File: config.mk
export PLATFORM = sky130hd
export DESIGN_NAME = byte_serial_add32
export DESIGN_NICKNAME = d
export VERILOG_FILES = /design/src/rtl/byte_serial_add32.sv
export SDC_FILE = /design/constraint.sdc
export NUM_CORES = 1
export LEC_CHECK = 0
export ABC_AREA = 1
export CAP_MARGIN = 10
export CORE_ASPECT_RATIO = 0.75
export CORE_UTILIZATION = 32
export CTS_CLUSTER_DIAMETER = 40
export DETAILED_ROUTE_END_ITERATION = 10
export GPL_TIMING_DRIVEN = 0
export PLACE_DENSITY = 0.57
export SLEW_MARGIN = 25
export SYNTH_ARGS = -nofsm -noshare
export SYNTH_HDL_FRONTEND = slang
export SYNTH_SLANG_ARGS = --single-unit
File: constraint.sdc
create_clock -name clk -period 3.65 [get_ports clk]
set_input_delay 0.5475 -clock clk [delete_from_list [all_inputs] [get_ports clk]]
set_output_delay 0.5475 -clock clk [all_outputs]
set_load 0.05 [all_outputs]
File: src/rtl/byte_serial_add32.sv
// Byte-serial W-bit adder reusing select_adder8 (LSB byte first); result in DONE after NBYTES RUN cycles.
// in_ready only in IDLE; DONE holds sum/cout until out_ready. Define BSA_SUB_EN to add the `sub` port (A-B).
module select_adder8 (
   output logic [7:0] s,
   output logic       co,
   input  logic [7:0] a,
   input  logic [7:0] b,
   input  logic       ci
);
   logic [4:0] lo;
   logic [4:0] hi0;
   logic [4:0] hi1;

   // Upper nibble is precomputed for both carries; the low nibble's carry picks one.
   assign lo  = {1'b0, a[3:0]} + {1'b0, b[3:0]} + {4'b0, ci};
   assign hi0 = {1'b0, a[7:4]} + {1'b0, b[7:4]};
   assign hi1 = {1'b0, a[7:4]} + {1'b0, b[7:4]} + 5'd1;
   assign s   = {(lo[4] ? hi1[3:0] : hi0[3:0]), lo[3:0]};
   assign co  = lo[4] ? hi1[4] : hi0[4];
endmodule

module byte_serial_add32 #(
   parameter int NBYTES = 4
) (
   input  logic                clk,
   input  logic                rst_n,
   input  logic                in_valid,
   output logic                in_ready,
   input  logic [8*NBYTES-1:0] op_a,
   input  logic [8*NBYTES-1:0] op_b,
   input  logic                cin,
`ifdef BSA_SUB_EN
   input  logic                sub,
`endif
   output logic                out_valid,
   input  logic                out_ready,
   output logic [8*NBYTES-1:0] sum,
   output logic                cout
);
   localparam int W = 8*NBYTES;

   typedef enum logic [1:0] {IDLE, RUN, DONE} state_t;

   state_t       state;
   state_t       state_nxt;
   logic [W-1:0] a_reg;
   logic [W-1:0] b_reg;
   logic         carry;
   logic [2:0]   idx;
   logic [7:0]   byte_s;
   logic         byte_co;
   logic         last;
   logic         sub_sel;

`ifdef BSA_SUB_EN
   assign sub_sel = sub;
`else
   assign sub_sel = 1'b0;
`endif

   assign last = (idx == 3'(NBYTES-1));

   select_adder8 u_add (
      .s  (byte_s),
      .co (byte_co),
      .a  (a_reg[8*idx +: 8]),
      .b  (b_reg[8*idx +: 8]),
      .ci (carry)
   );

   always_ff @(posedge clk) begin
      if (!rst_n) state <= IDLE;
      else        state <= state_nxt;
   end

   always_comb begin
      state_nxt = state;
      in_ready  = 1'b0;
      out_valid = 1'b0;
      case (state)
         IDLE: begin
            in_ready = 1'b1;
            if (in_valid) state_nxt = RUN;
         end
         RUN: begin
            if (last) state_nxt = DONE;
         end
         DONE: begin
            out_valid = 1'b1;
            if (out_ready) state_nxt = IDLE;
         end
         default: state_nxt = IDLE;
      endcase
   end

   always_ff @(posedge clk) begin
      if (!rst_n) begin
         a_reg <= '0;
         b_reg <= '0;
         carry <= 1'b0;
         idx   <= '0;
         sum   <= '0;
         cout  <= 1'b0;
      end else begin
         case (state)
            IDLE: begin
               if (in_valid) begin
                  a_reg <= op_a;
                  // Subtraction is A + ~B + 1, so cout=1 reads as "no borrow".
                  b_reg <= sub_sel ? ~op_b : op_b;
                  carry <= sub_sel | cin;
                  idx   <= '0;
               end
            end
            RUN: begin
               sum[8*idx +: 8] <= byte_s;
               carry           <= byte_co;
               idx             <= idx + 3'd1;
               if (last) cout <= byte_co;
            end
            default: ;
         endcase
      end
   end
endmodule

==> metrics.csv, run 1 <==
metric,value,unit
Initial Util,0.328,
Synth Instances,652,
Comb power frac,0.238,
FF-to-FF End,sum[29]$_SDFFE_PN0P_,
GRT Overall Usage,0.192,
leakage,2.51,nW
WHS Endpoint,sum[29]$_SDFFE_PN0P_,
Clk Tree Root Cell,clkbuf_16,
Worst Tran Pin Value,581,ps
Yosys cell types,34,
"commonest non-fill, non-tap cell in the layout",nor2_1,
Die H,107,um
fillers,1476,
Final Critical Period,3430,ps
Slew headroom,0.613,
Worst Reg-to-Reg Cells,16,
RSZ-0062 raised after global routing,no,
status,finished clean,
detailed placer's ending HPWL,10900,um
total grt overflow,0,
# diodes,0,
"Net count, final",853,
number of CTS-inserted buffers,9,
Iteration-0 DRC Markers,286,
register area,0.00206,mm^2
Std-Cell Rows,38,
Clock Tree Buf Depth,2,
Sink Count,103,
kind of critical path,reg -> reg,
Chip Width,142,um
CP most frequent cell,inv_1,
Pre-Repair DR Iteration Count,5,
largest net degree at the start of global routing,16,
share of the clock period used by the worst path,0.940,
"Avg Cell Area, Syn",7.26,um^2
FF-to-FF setup slack,220,ps
die area,0.0153,mm^2
CP endpoint kind,register,
multi-input gate area in the final layout,0.00238,mm^2
number of global-route vias before repair,4441,
Port Buffers,103,
synthesis warning total,0,
Hold Path Stages,2,
Core ar.,0.0145,mm^2
R2R Path Start,idx[0]$_SDFFE_PN0P_,
clock share of power,0.334,
Flop pwr share,0.427,
max_cap viols,0,
Worst Hold Class,reg -> reg,
worst-path maximum fanout,10,
clock-pin slew on the worst setup and hold paths,60,ps
Internal,2.02,mW
CTS tree,yes,
DRT antenna net count,0,
first-pass GRT wire length,22300,um
Fin. Hold Viols,0,
sw power,885,uW
initial antenna violation count,0,
"Seq/Total Area, Yosys",0.436,
DRC viols,0,
GP Congestion,0.902,
dpl cell area,0.00602,mm^2
setup tns final,0,ps
Synth Register Bits,103,
worst vdd ir,253,uV
Clock Skews,9.11,ps
Power Density,460,mW/mm^2
vias,4614,
htree depth,3,
Setup Viol. Count Final,0,
Routed wire per std cell,14.5,um
hold-fix buffers at CTS,0,
slowest CP cell,fa_1,
Mapped Area,0.00473,mm^2
CP Buf/Inv Count,6,
crit-path leading delay family,adder cells,
"Critical Path, Cell by Cell","buf_4, inv_2, clkbuf_1, o21ai_0, a21oi_1, ha_1, inv_1, fa_1, inv_1, ha_1, nand2_1, o21ai_1, inv_1, nor2_1, nand2_1, a21oi_1",
CP arrival,3710,ps
most frequent cells in the layout,"nor2_1 (204), clkdlybuf4s50_1 (103), dfxtp_1 (102)",
area delta synth->final,33.5,%
min-delay src,sum[29]$_SDFFE_PN0P_,
Worst-Skew Late Latency,350,ps
WP data required,3930,ps
max-slew violations,0,
final wirelength,14000,um
Net Sw Frac,0.305,
fin area,0.00632,mm^2
io pins,104,
Vias per Instance,4.76,
Critical Path Max Stage Delay,560,ps
maximum clock rate,292,MHz
syn_nets,739,
Final Util,0.437,
ratio of cells with drive above 1 in the final layout,0.0662,
CP Launch Type,register,
[kinds of logic (layout without fill, tap and decap cells)]
family / Yosys count / in the layout / share of synthesized area
buffers and inverters: 69 / 187 / 0.0629
flip-flops: 103 / 103 / 0.436
AND/OR/NAND/NOR: 296 / 296 / 0.263
adder cells (fa/ha/maj): 18 / 18 / 0.0523
AO/OA/AOI/OAI: 164 / 164 / 0.182
XOR/XNOR: 2 / 2 / 0.00370
[metrics by stage]
step                instances  power (mW)  worst slack (ps)  hold WS, ps
floorplan                 652        1.70               861          449
global placement          955        1.93               143          458
detailed placement        955        1.95               110          460
CTS                       970        2.91              92.5          470
global route              970        3.05              9.89          489
finish                    970        2.91               220          465
[cell usage after synthesis, drive strengths merged]
| cell type | instances | share of area |
|---|---|---|
| buf | 15 | 0.019 |
| xor2 | 2 | 0.0037 |
| inv | 31 | 0.026 |
| o21ai | 108 | 0.11 |
| nand3 | 19 | 0.027 |
| nor2 | 209 | 0.17 |
| nor3 | 1 | 0.0034 |
| nand4 | 2 | 0.0026 |
| fa | 3 | 0.013 |
| clkbuf | 23 | 0.018 |
| a21oi | 44 | 0.048 |
| nor4 | 1 | 0.0045 |
| a211oi | 1 | 0.0026 |
| nand2 | 61 | 0.049 |
| o22ai | 3 | 0.0040 |
| o21a | 3 | 0.0048 |
| or2 | 3 | 0.0040 |
| ha | 15 | 0.040 |
| a22oi | 5 | 0.0079 |
| dfxtp | 103 | 0.44 |
[tightest hold or removal path: cells and delay by family (launching register included)]
family | cells | cell delay [ps]
flops | 1 | 310
simple gates | 1 | 60
compound gates | 1 | 50
[cell type report]
| type | instances | share of cell area |
|---|---|---|
| well taps | 200 | 0.0396 |
| plain buffers | 38 | 0.0279 |
| inverters | 31 | 0.0192 |
| repair buffers | 103 | 0.163 |
| flip-flops and latches | 103 | 0.327 |
| clock buffers | 12 | 0.0406 |
| clock inverters | 3 | 0.00673 |
| multi-input cells | 480 | 0.376 |
[routing by layer]
metal	GRT usage	vias up	wire, um
met2	0.299	153	5980
met4	0.0492	0	120
li1	-	2345	-
met3	0.0405	11	973
met5	0	-	0
met1	0.268	2105	6960
[power by group through the flow]
stage	logic (mW)	clock network [mW]	registers [mW]
final	0.692	0.972	1.24
after detailed placement	0.682	0	1.27
after floorplan	0.410	0	1.29
after global routing	0.772	1.03	1.25
after global placement	0.669	0	1.27
after CTS	0.686	0.980	1.24
[how the worst max path moves through the flow]
stage | from | to | slack (ps) | cells after the start
after floorplan | idx[1]$_SDFFE_PN0P_ | sum[28]$_SDFFE_PN0P_ | 860 | 13
after global placement | idx[0]$_SDFFE_PN0P_ | sum[14]$_SDFFE_PN0P_ | 140 | 14
after detailed placement | idx[0]$_SDFFE_PN0P_ | sum[30]$_SDFFE_PN0P_ | 110 | 14
after CTS | idx[0]$_SDFFE_PN0P_ | sum[30]$_SDFFE_PN0P_ | 90 | 14
after global routing | idx[0]$_SDFFE_PN0P_ | sum[13]$_SDFFE_PN0P_ | 10 | 16
final | idx[0]$_SDFFE_PN0P_ | sum[29]$_SDFFE_PN0P_ | 220 | 16
[what timing repair did]
item | 4_1_cts | 5_1_grt
buffers inserted | 0 | 0
gates resized for setup | 0 | 4
setup endpoints to repair | 0 | 8
Power figures use the tool's default switching activity.
==> run 2, diff against run 1 <==
- CTS_BUF_LIST: not set -> sky130_fd_sc_hd__clkbuf_4
- clock period: 3.65 -> 4 ns (I/O delays scaled with it)
==> metrics.csv, run 2 (synthesis results as in run 1) <==
metric,value,unit
slowest CP cell,fa_1,
GP Congestion,0.902,
Power Density,371,mW/mm^2
Worst Hold Class,reg -> reg,
RSZ-0062 raised after global routing,no,
final worst setup slack,387,ps
fillers,1501,
Critical Path Max Stage Delay,470,ps
largest net degree at the start of global routing,16,
WP data required,4400,ps
worst vdd ir,189,uV
Final Non-Filler Cells,970,
met3 routed wirelength,884,um
Post-CTS Setup Bufs,0,
CP arrival,4010,ps
share of the clock period used by the worst path,0.903,
Sink Count,103,
dpl cells,955,
initial antenna violation count,0,
Clk Tree Root Cell,clkbuf_4,
Port Buffers,103,
metal1 wirelength,6930,um
max-slew violations,0,
hold-fix buffers at CTS,0,
Chip Width,142,um
"Critical Path, Cell by Cell","buf_4, inv_2, clkbuf_1, o21ai_0, a21oi_1, fa_1, fa_1, nand3_1, nand3_1, o21ai_0, inv_1, nor2_1, nand2_1, a21oi_1",
vias,4619,
maximum clock rate,277,MHz
Routed wire per std cell,14.4,um
detailed placer's ending HPWL,10900,um
Pre-Repair DR Iteration Count,5,
met2 wire len,5950,um
htree depth,3,
Setup Viol. Count Final,0,
die area,0.0153,mm^2
Die H,107,um
Worst Tran Pin Value,565,ps
crit-path leading delay family,compound AO/OA/AOI/OAI gates,
io pins,104,
first-pass GRT wire length,22200,um
ratio of cells with drive above 1 in the final layout,0.0623,
CP Launch Type,register,
DRC viols,0,
CP endpoint kind,register,
post-cts repair resize count,0,
leakage,2.43,nW
fin area,0.00614,mm^2
Core ar.,0.0145,mm^2
Fin. Hold Viols,0,
total grt overflow,0,
number of global-route vias before repair,4426,
Slew headroom,0.623,
Initial Util,0.328,
setup tns final,0,ps
Final Critical Period,3610,ps
area delta synth->final,29.7,%
most frequent cells in the layout,"nor2_1 (205), dfxtp_1 (103), clkdlybuf4s50_1 (103)",
CP Buf/Inv Count,4,
Max Used Layer,met4,
clock-pin slew on the worst setup and hold paths,140,ps
status,finished clean,
Vias per Instance,4.76,
Std-Cell Rows,38,
Clock Tree Buf Depth,2,
number of CTS-inserted buffers,9,
worst-path maximum fanout,10,
CTS tree,yes,
Clock Skews,20.3,ps
final wirelength,13900,um
Iteration-0 DRC Markers,282,
Worst-Skew Late Latency,460,ps
pre-CTS WS,460,ps
# diodes,0,
DRT antenna net count,0,
kind of critical path,reg -> reg,
"Net count, final",853,
GRT Overall Usage,0.191,
"commonest non-fill, non-tap cell in the layout",nor2_1,
max_cap viols,0,
FF-to-FF setup slack,390,ps
dpl cell area,0.00602,mm^2
-- run 2: final timing paths --
| path | depth (start not counted) | start | endpoint |
|---|---|---|---|
| setup reg to reg | 14 | idx[0]$_SDFFE_PN0P_ | sum[29]$_SDFFE_PN0P_ |
| hold / removal | 2 | sum[8]$_SDFFE_PN0P_ | sum[8]$_SDFFE_PN0P_ |
| setup / recovery | 14 | idx[0]$_SDFFE_PN0P_ | sum[29]$_SDFFE_PN0P_ |
| hold reg to reg | 2 | sum[8]$_SDFFE_PN0P_ | sum[8]$_SDFFE_PN0P_ |
-- run 2: metrics by stage --
| step | power (mW) | hold WS [ps] | util |
|---|---|---|---|
| 2_1_floorplan | 1.55 | 449 | - |
| 3_3_place_gp | 1.77 | 458 | 0.416 |
| 3_5_place_dp | 1.78 | 460 | 0.416 |
| 4_1_cts | 2.29 | 480 | 0.425 |
| 5_1_grt | 2.41 | 499 | 0.425 |
| 6_report | 2.28 | 478 | 0.425 |
-- run 2: where the power goes --
| part | switching (mW) | internal (mW) | total [mW] |
|---|---|---|---|
| clock network | 0.328 | 0.190 | 0.518 |
| logic | 0.393 | 0.236 | 0.629 |
| registers | 0.0416 | 1.09 | 1.13 |
| total | 0.763 | 1.52 | 2.28 |
-- run 2: cell type report --
class	count	area, um^2	share of cell area
plain buffers	38	176	0.0287
clock buffers	10	75.1	0.0122
clock inverters	5	50.0	0.00815
inverters	31	121	0.0198
multi-input cells	480	2370	0.387
flip-flops and latches	103	2060	0.336
well taps	200	250	0.0407
repair buffers	103	1030	0.168
-- run 2: worst min-delay path, cell delays in order (launching register included) --
cell     delay [ps]
dfxtp_1         340
nand2_1          60
a21oi_1          50
-- run 2: metal layers --
metal	vias up	global-route usage
met5	-	0
met3	14	0.0378
li1	2348	-
met4	0	0.0507
met1	2127	0.268
met2	130	0.296
